===== config.mk =====
export PLATFORM = sky130hd
export DESIGN_NAME = event_readout_ctrl
export DESIGN_NICKNAME = d
export VERILOG_FILES = /design/src/rtl/erc_pkg.sv /design/src/rtl/evt_sync_fifo.sv /design/src/rtl/event_readout_ctrl.sv
export SDC_FILE = /design/constraint.sdc
export NUM_CORES = 1
export LEC_CHECK = 0
export ABC_AREA = 1
export ABC_CLOCK_PERIOD_IN_PS = 3400
export CAP_MARGIN = 10
export CORE_AREA = 2 2 134 136
export DETAILED_ROUTE_END_ITERATION = 10
export DIE_AREA = 0 0 136 138
export PLACE_DENSITY = 0.85
export SLEW_MARGIN = 20
export SYNTH_ARGS = -nofsm -noshare
export SYNTH_HDL_FRONTEND = slang
export SYNTH_SLANG_ARGS = --single-unit

===== constraint.sdc =====
create_clock -name clk_i -period 3.4 [get_ports clk_i]
set_input_delay 0.68 -clock clk_i [delete_from_list [all_inputs] [get_ports clk_i]]
set_output_delay 0.68 -clock clk_i [all_outputs]
set_load 0.02 [all_outputs]

===== src/rtl/erc_pkg.sv =====
// Shared types and constants for the event readout controller.
// Optional build macro: EVT_FRAME_MARKER_EN (frame marker words).
package erc_pkg;

    typedef enum logic [1:0] {
        IDLE,
        SCAN,
        HOLD,
        DONE
    } erc_state_e;

    // Slots kept free for the hierarchy's trailing grant after throttling.
    localparam int HOLD_MARGIN   = 2;
    // Fill level at or below which scanning may resume from HOLD.
    localparam int RESUME_MARGIN = 4;

    function automatic int evt_w(input int ts_w, input int x_w, input int y_w);
        return 1 + ts_w + x_w + y_w;
    endfunction

endpackage


===== src/rtl/evt_sync_fifo.sv =====
// Synchronous FIFO with first-word fall-through output.
// DEPTH must be a power of two; pointers wrap naturally.
module evt_sync_fifo #(
    parameter  int WIDTH = 8,
    parameter  int DEPTH = 8,
    localparam int AW    = $clog2(DEPTH),
    localparam int CW    = AW + 1
) (
    input  logic             clk_i,
    input  logic             reset_i,
    input  logic             push,
    input  logic [WIDTH-1:0] wdata,
    input  logic             pop,
    output logic [WIDTH-1:0] rdata,
    output logic             full,
    output logic             empty,
    output logic [CW-1:0]    count
);

    logic [WIDTH-1:0] mem [DEPTH];
    logic [AW-1:0]    wr_ptr;
    logic [AW-1:0]    rd_ptr;
    logic             do_push;
    logic             do_pop;

    assign full    = (count == CW'(DEPTH));
    assign empty   = (count == '0);
    assign do_pop  = pop & ~empty;
    // A full FIFO still accepts a word when the head leaves the same cycle.
    assign do_push = push & (~full | do_pop);
    // Empty output reads as zero so the word bus is clean after reset.
    assign rdata   = empty ? '0 : mem[rd_ptr];

    // Storage, pointers and occupancy.
    always_ff @(posedge clk_i) begin
        if (reset_i) begin
            wr_ptr <= '0;
            rd_ptr <= '0;
            count  <= '0;
        end else begin
            if (do_push) begin
                mem[wr_ptr] <= wdata;
                wr_ptr      <= wr_ptr + AW'(1);
            end
            if (do_pop) begin
                rd_ptr <= rd_ptr + AW'(1);
            end
            unique case ({do_push, do_pop})
                2'b10:   count <= count + CW'(1);
                2'b01:   count <= count - CW'(1);
                default: ;
            endcase
        end
    end

endmodule


===== src/rtl/event_readout_ctrl.sv =====
// Sequences a pixel arbitration hierarchy and streams timestamped events.
// Optional build macro: EVT_FRAME_MARKER_EN (push a marker word per frame).
module event_readout_ctrl
    import erc_pkg::*;
#(
    parameter  int X_W        = 4,
    parameter  int Y_W        = 4,
    parameter  int TS_W       = 16,
    parameter  int FIFO_DEPTH = 8,
    parameter  int FC_W       = 8,
    localparam int EVT_W      = evt_w(TS_W, X_W, Y_W)
) (
    input  logic             clk_i,
    input  logic             reset_i,
    input  logic             run_i,
    input  logic             req_i,
    input  logic             active_i,
    input  logic [X_W-1:0]   x_add_i,
    input  logic [Y_W-1:0]   y_add_i,
    input  logic             grp_release_i,
    output logic             enable_o,
    output logic             evt_valid_o,
    input  logic             evt_ready_i,
    output logic [EVT_W-1:0] evt_data_o,
    output logic             frame_done_o,
    output logic [FC_W-1:0]  frame_cnt_o,
    output logic             drop_o
);

    localparam int CW = $clog2(FIFO_DEPTH) + 1;

    erc_state_e       state;
    logic [TS_W-1:0]  ts;
    logic [CW-1:0]    count;
    logic [CW-1:0]    cnt_after;
    logic             full;
    logic             empty;
    logic             cap;
    logic             push;
    logic             pop_eff;
    logic             push_ok;
    logic [EVT_W-1:0] wdata;
    logic             rel_pend;
    logic             rel_seen;
    logic             go_done;
    logic             wait_slot;

    assign cap      = active_i & ((state == SCAN) | (state == HOLD));
    assign rel_seen = grp_release_i | rel_pend;

`ifdef EVT_FRAME_MARKER_EN
    localparam int XY_W = X_W + Y_W;

    logic mark;

    assign mark      = (state == DONE);
    assign push      = cap | mark;
    assign wdata     = mark ? {1'b1, ts, XY_W'(frame_cnt_o)}
                            : {1'b0, ts, x_add_i, y_add_i};
    // The marker needs a slot in DONE, so only leave SCAN when one is free.
    assign go_done   = rel_seen & (cnt_after < CW'(FIFO_DEPTH));
    assign wait_slot = rel_seen & ~go_done;
`else
    assign push      = cap;
    assign wdata     = {1'b0, ts, x_add_i, y_add_i};
    assign go_done   = rel_seen;
    assign wait_slot = 1'b0;
`endif

    assign pop_eff   = evt_ready_i & ~empty;
    assign push_ok   = push & (~full | pop_eff);
    assign cnt_after = count + CW'(push_ok);

    assign evt_valid_o = ~empty;

    evt_sync_fifo #(
        .WIDTH (EVT_W),
        .DEPTH (FIFO_DEPTH)
    ) u_fifo (
        .clk_i   (clk_i),
        .reset_i (reset_i),
        .push    (push),
        .wdata   (wdata),
        .pop     (evt_ready_i),
        .rdata   (evt_data_o),
        .full    (full),
        .empty   (empty),
        .count   (count)
    );

    // Free-running timestamp.
    always_ff @(posedge clk_i) begin
        if (reset_i) begin
            ts <= '0;
        end else begin
            ts <= ts + TS_W'(1);
        end
    end

    // Scan sequencer with registered enable, frame pulse and drop flag.
    always_ff @(posedge clk_i) begin
        if (reset_i) begin
            state        <= IDLE;
            enable_o     <= 1'b0;
            frame_done_o <= 1'b0;
            frame_cnt_o  <= '0;
            drop_o       <= 1'b0;
            rel_pend     <= 1'b0;
        end else begin
            frame_done_o <= 1'b0;
            if (push & ~push_ok) begin
                drop_o <= 1'b1;
            end
            unique case (state)
                IDLE: begin
                    if (run_i & req_i &
                        (count <= CW'(FIFO_DEPTH - HOLD_MARGIN - 1))) begin
                        state    <= SCAN;
                        enable_o <= 1'b1;
                    end
                end
                SCAN: begin
                    if (go_done) begin
                        state        <= DONE;
                        enable_o     <= 1'b0;
                        rel_pend     <= 1'b0;
                        frame_done_o <= 1'b1;
                        frame_cnt_o  <= frame_cnt_o + FC_W'(1);
                    end else if (wait_slot) begin
                        rel_pend <= 1'b1;
                        enable_o <= 1'b0;
                    end else if (cnt_after >=
                                 CW'(FIFO_DEPTH - HOLD_MARGIN)) begin
                        state    <= HOLD;
                        enable_o <= 1'b0;
                    end else if (!run_i) begin
                        state    <= IDLE;
                        enable_o <= 1'b0;
                    end
                end
                HOLD: begin
                    if (!run_i) begin
                        state <= IDLE;
                    end else if (count <=
                                 CW'(FIFO_DEPTH - RESUME_MARGIN)) begin
                        state    <= SCAN;
                        enable_o <= 1'b1;
                    end
                end
                DONE: begin
                    state <= IDLE;
                end
            endcase
        end
    end

endmodule


==> results.md <==
* Tmin final at 3.31 ns
* Metal3 WL at 1270 um
* Routed Antenna Nets at 0
* Share of layout cells above drive strength 1 at 8.90%
* # fillers at 1,307
* WL met2 at 10,400 um
* Register area at 6610 um2
* Cell chain of the critical path: buf_4, nor2_1, nor2_1, o21ai_0, o21ai_1, o21ai_1, a31oi_1, clkdlybuf4s50_1
* Max_slew headroom at 53.0%
* Vias in the first global route at 6,367
* Pin count of the biggest net entering global routing at 73
* Most common cell after layout, fill and taps aside: nor2_1
* Die ar. at 18,800 um2
* Nets at 945
* R2r worst-path depth at 12
* Cts bufs inserted at 23
* Cell Rows at 49
* Root buffer cell: clkbuf_16
* CTS Sinks at 234
* CP max stage delay at 0.65 ns
* Hold Crit Start: u_fifo.rd_ptr[2]
* Htree depth at 1
* DRC violations left at 0
* Max Freq at 303 MHz
* Grt ovf at 0
* M1 WL at 8480 um
* Core ar. at 17,500 um2
* Netlist cell types at 39
* Crit start category: flop
* Via count at 6,644
* Die W at 136 um
* RSZ-0062 raised after global routing: false
* Diodes inserted at 0
* CP Buf/Inv Count at 2
* HP Class: reg2reg
* Initial core utilization at 55.1%
* Worst Skew at 0.0123 ns
* Period utilisation layout at 97.2%
* Run status: finished clean
* Num ports at 52
* Initial DRC count at 534
* Final TNS setup at 0 ns
* Most frequent cells in the layout: 202 x nor2_1, 192 x edfxtp_1, 120 x o21ai_0, 54 x nand2_1, 49 x clkdlybuf4s50_1
* Max stage delay cell, worst path: clkdlybuf4s50_1
* Async S/R FF share, synth at 0%
* #FFs+latches synth at 234
* CP delay by family, top: buffers and inverters
* Leak at 3.85 nW
* CTS tree: done
* Hold buffers post-CTS at 0
* Fin area at 11,100 um2
* Initial antenna violation count at 0
* Worst hold path stage count at 2
* Total of max-cap violations at 0
* Global-route wire length before repair at 32,700 um
* Ys Warns at 0
* TritonRoute pass-1 iters at 5
* Final Wtd Congestion at 0.816
* Multi-input combinational cell area at 2640 um2
* Clock transition at the registers of the reported paths at 0.06 ns
* Chip Height at 138 um
* Synth Cell Area at 9660 um2
* Finish-stage setup viols at 0
* Final core occ at 63.6%
* CP max FO at 19
* Syn_area_per_cell at 11.2 um2
* Reg-to-reg slack, setup at 0.97 ns
* Total power at 8.48 mW
* Pins Over Slew Limit at 0
* Crit Path Class: reg2out
* R2R Path End: u_fifo.count[3]
* Top Layer Used: met4
* Overall routing resource usage at 22.2%
* Sequential area share after synthesis at 68.4%
* Setup crit end kind: output port
* Clk_lat worst skew at 0.51 ns
* Routed wire per std cell at 17.9 um
* Syn nets at 892
* Syn-to-layout area delta at 15.3%
* Clock Tree Buf Depth at 3
* PD cells at 761 nW/um2
* RR Startpoint: u_fifo.count[1]
* Worst-margin pin slew at 0.705 ns
* Worst endpoint required time at 2.72 ns
* Post-CTS Resized at 2
* Post-place instance area at 10,400 um2
* Dpl hpwl at 11,900 um
* Post-CTS setup buffers at 0
* Final Hold Vio Count at 0
* VDD IR-drop max at 623 uV
* Post-synthesis cell count at 863
* Hold endpoint: u_fifo.rd_ptr[2]
* Vias/cell at 5.72
* Final wirelength at 20,700 um
* Ys flop type: edfxtp_1
* CP arrival at 2.63 ns
* Port Buf Inserts at 50
* EDFF count, synth at 192
synth_stat cells (2+ instances only):
master    number  area share, %
nor2_1       210            8.2
edfxtp_1     192             60
o21ai_0      120            6.2
nand2_1       54            2.1
dfxtp_1       42            8.7
inv_1         41            1.6
o21ai_1       40            2.1
a21oi_1       26            1.3
a31oi_1       24            1.6
nand3_1       17           0.88
ha_1          13            1.7
clkbuf_1      12           0.47
buf_4         10           0.78
buf_2          9           0.47
buf_6          6           0.70
nor3_1         6           0.31
nand4_1        5           0.32
inv_2          4           0.16
clkbuf_2       3           0.16
nand2_2        3           0.19
nand2_4        3           0.35
buf_1          2          0.078
nand3_2        2           0.21
nor2_2         2           0.13
nor2_4         2           0.23
xor2_1         2           0.18
registers in the layout (all words and copies together), names as in the netlist, named ones only:
register       count
frame_cnt_o        8
u_fifo.wr_ptr      3
u_fifo.rd_ptr      3
drop_o             1
enable_o           1
u_fifo.count       4
frame_done_o       1
state              2
u_fifo.mem       192
ts                16
per-layer routing:
layer	GRT usage, %	up-vias
li1	-	3125
met1	29.5	3219
met2	37.0	252
met3	3.04	48
met4	9.21	0
met5	0	-
worst max-delay path by stage:
stage,start,to,slack (ns),cells past startpoint
3_3_place_gp,flop,evt_data_o[20],0.62,8
2_1_floorplan,state[0],u_fifo.mem[1][0],0.79,8
5_1_grt,flop,evt_data_o[7],0.01,5
3_5_place_dp,flop,evt_data_o[10],0.52,6
4_1_cts,flop,evt_data_o[10],0.03,6
6_report,flop,evt_data_o[11],0.09,8
power breakdown:
group          switching [mW]  internal (mW)  total [mW]
Clock                    1.02           1.40        2.41
Combinational            1.68           1.03        2.71
Sequential              0.123           3.23        3.35
Total                    2.82           5.66        8.48
cells by family (layout without fill, tap and decap cells):
group                    count (synthesis)  in the layout  share of synthesized area, %
AND/OR/NAND/NOR                        310            310                          13.6
flip-flops                             234            234                          68.4
AO/OA/AOI/OAI                          213            213                          11.4
buffers and inverters                   89            159                          4.54
adder cells (fa/ha/maj)                 14             14                          1.89
XOR/XNOR                                 2              2                         0.181
other                                    1              1                        0.0388
worst reg2reg max path, stage by stage, from the launching register on:
cell	delay (ns)
dfxtp_1	0.41
nor2_4	0.18
nand3_4	0.37
nand2_4	0.23
inv_4	0.08
nand2_4	0.09
inv_1	0.06
ha_1	0.27
a21o_1	0.17
a21oi_1	0.18
nand2_1	0.10
a21oi_1	0.14
nor2_1	0.05
per-stage QoR:
step / worst slack [ns] / hold slack, ns / instances
after floorplan: 0.788 / 0.433 / 863
after CTS: 0.0325 / 0.467 / 1162
final: 0.0945 / 0.465 / 1162
after global routing: 0.0113 / 0.483 / 1162
after global placement: 0.623 / 0.445 / 1120
after detailed placement: 0.518 / 0.451 / 1120
cell type report:
type	instances	share of cell area, %
clock buffers	35	5.84
well taps	229	2.57
inverters	47	1.65
flip-flops and latches	234	59.3
repair buffers	70	6.37
clock inverters	7	0.584
multi-input cells	540	23.7
Note: power is estimated with default switching activity, not from simulation.
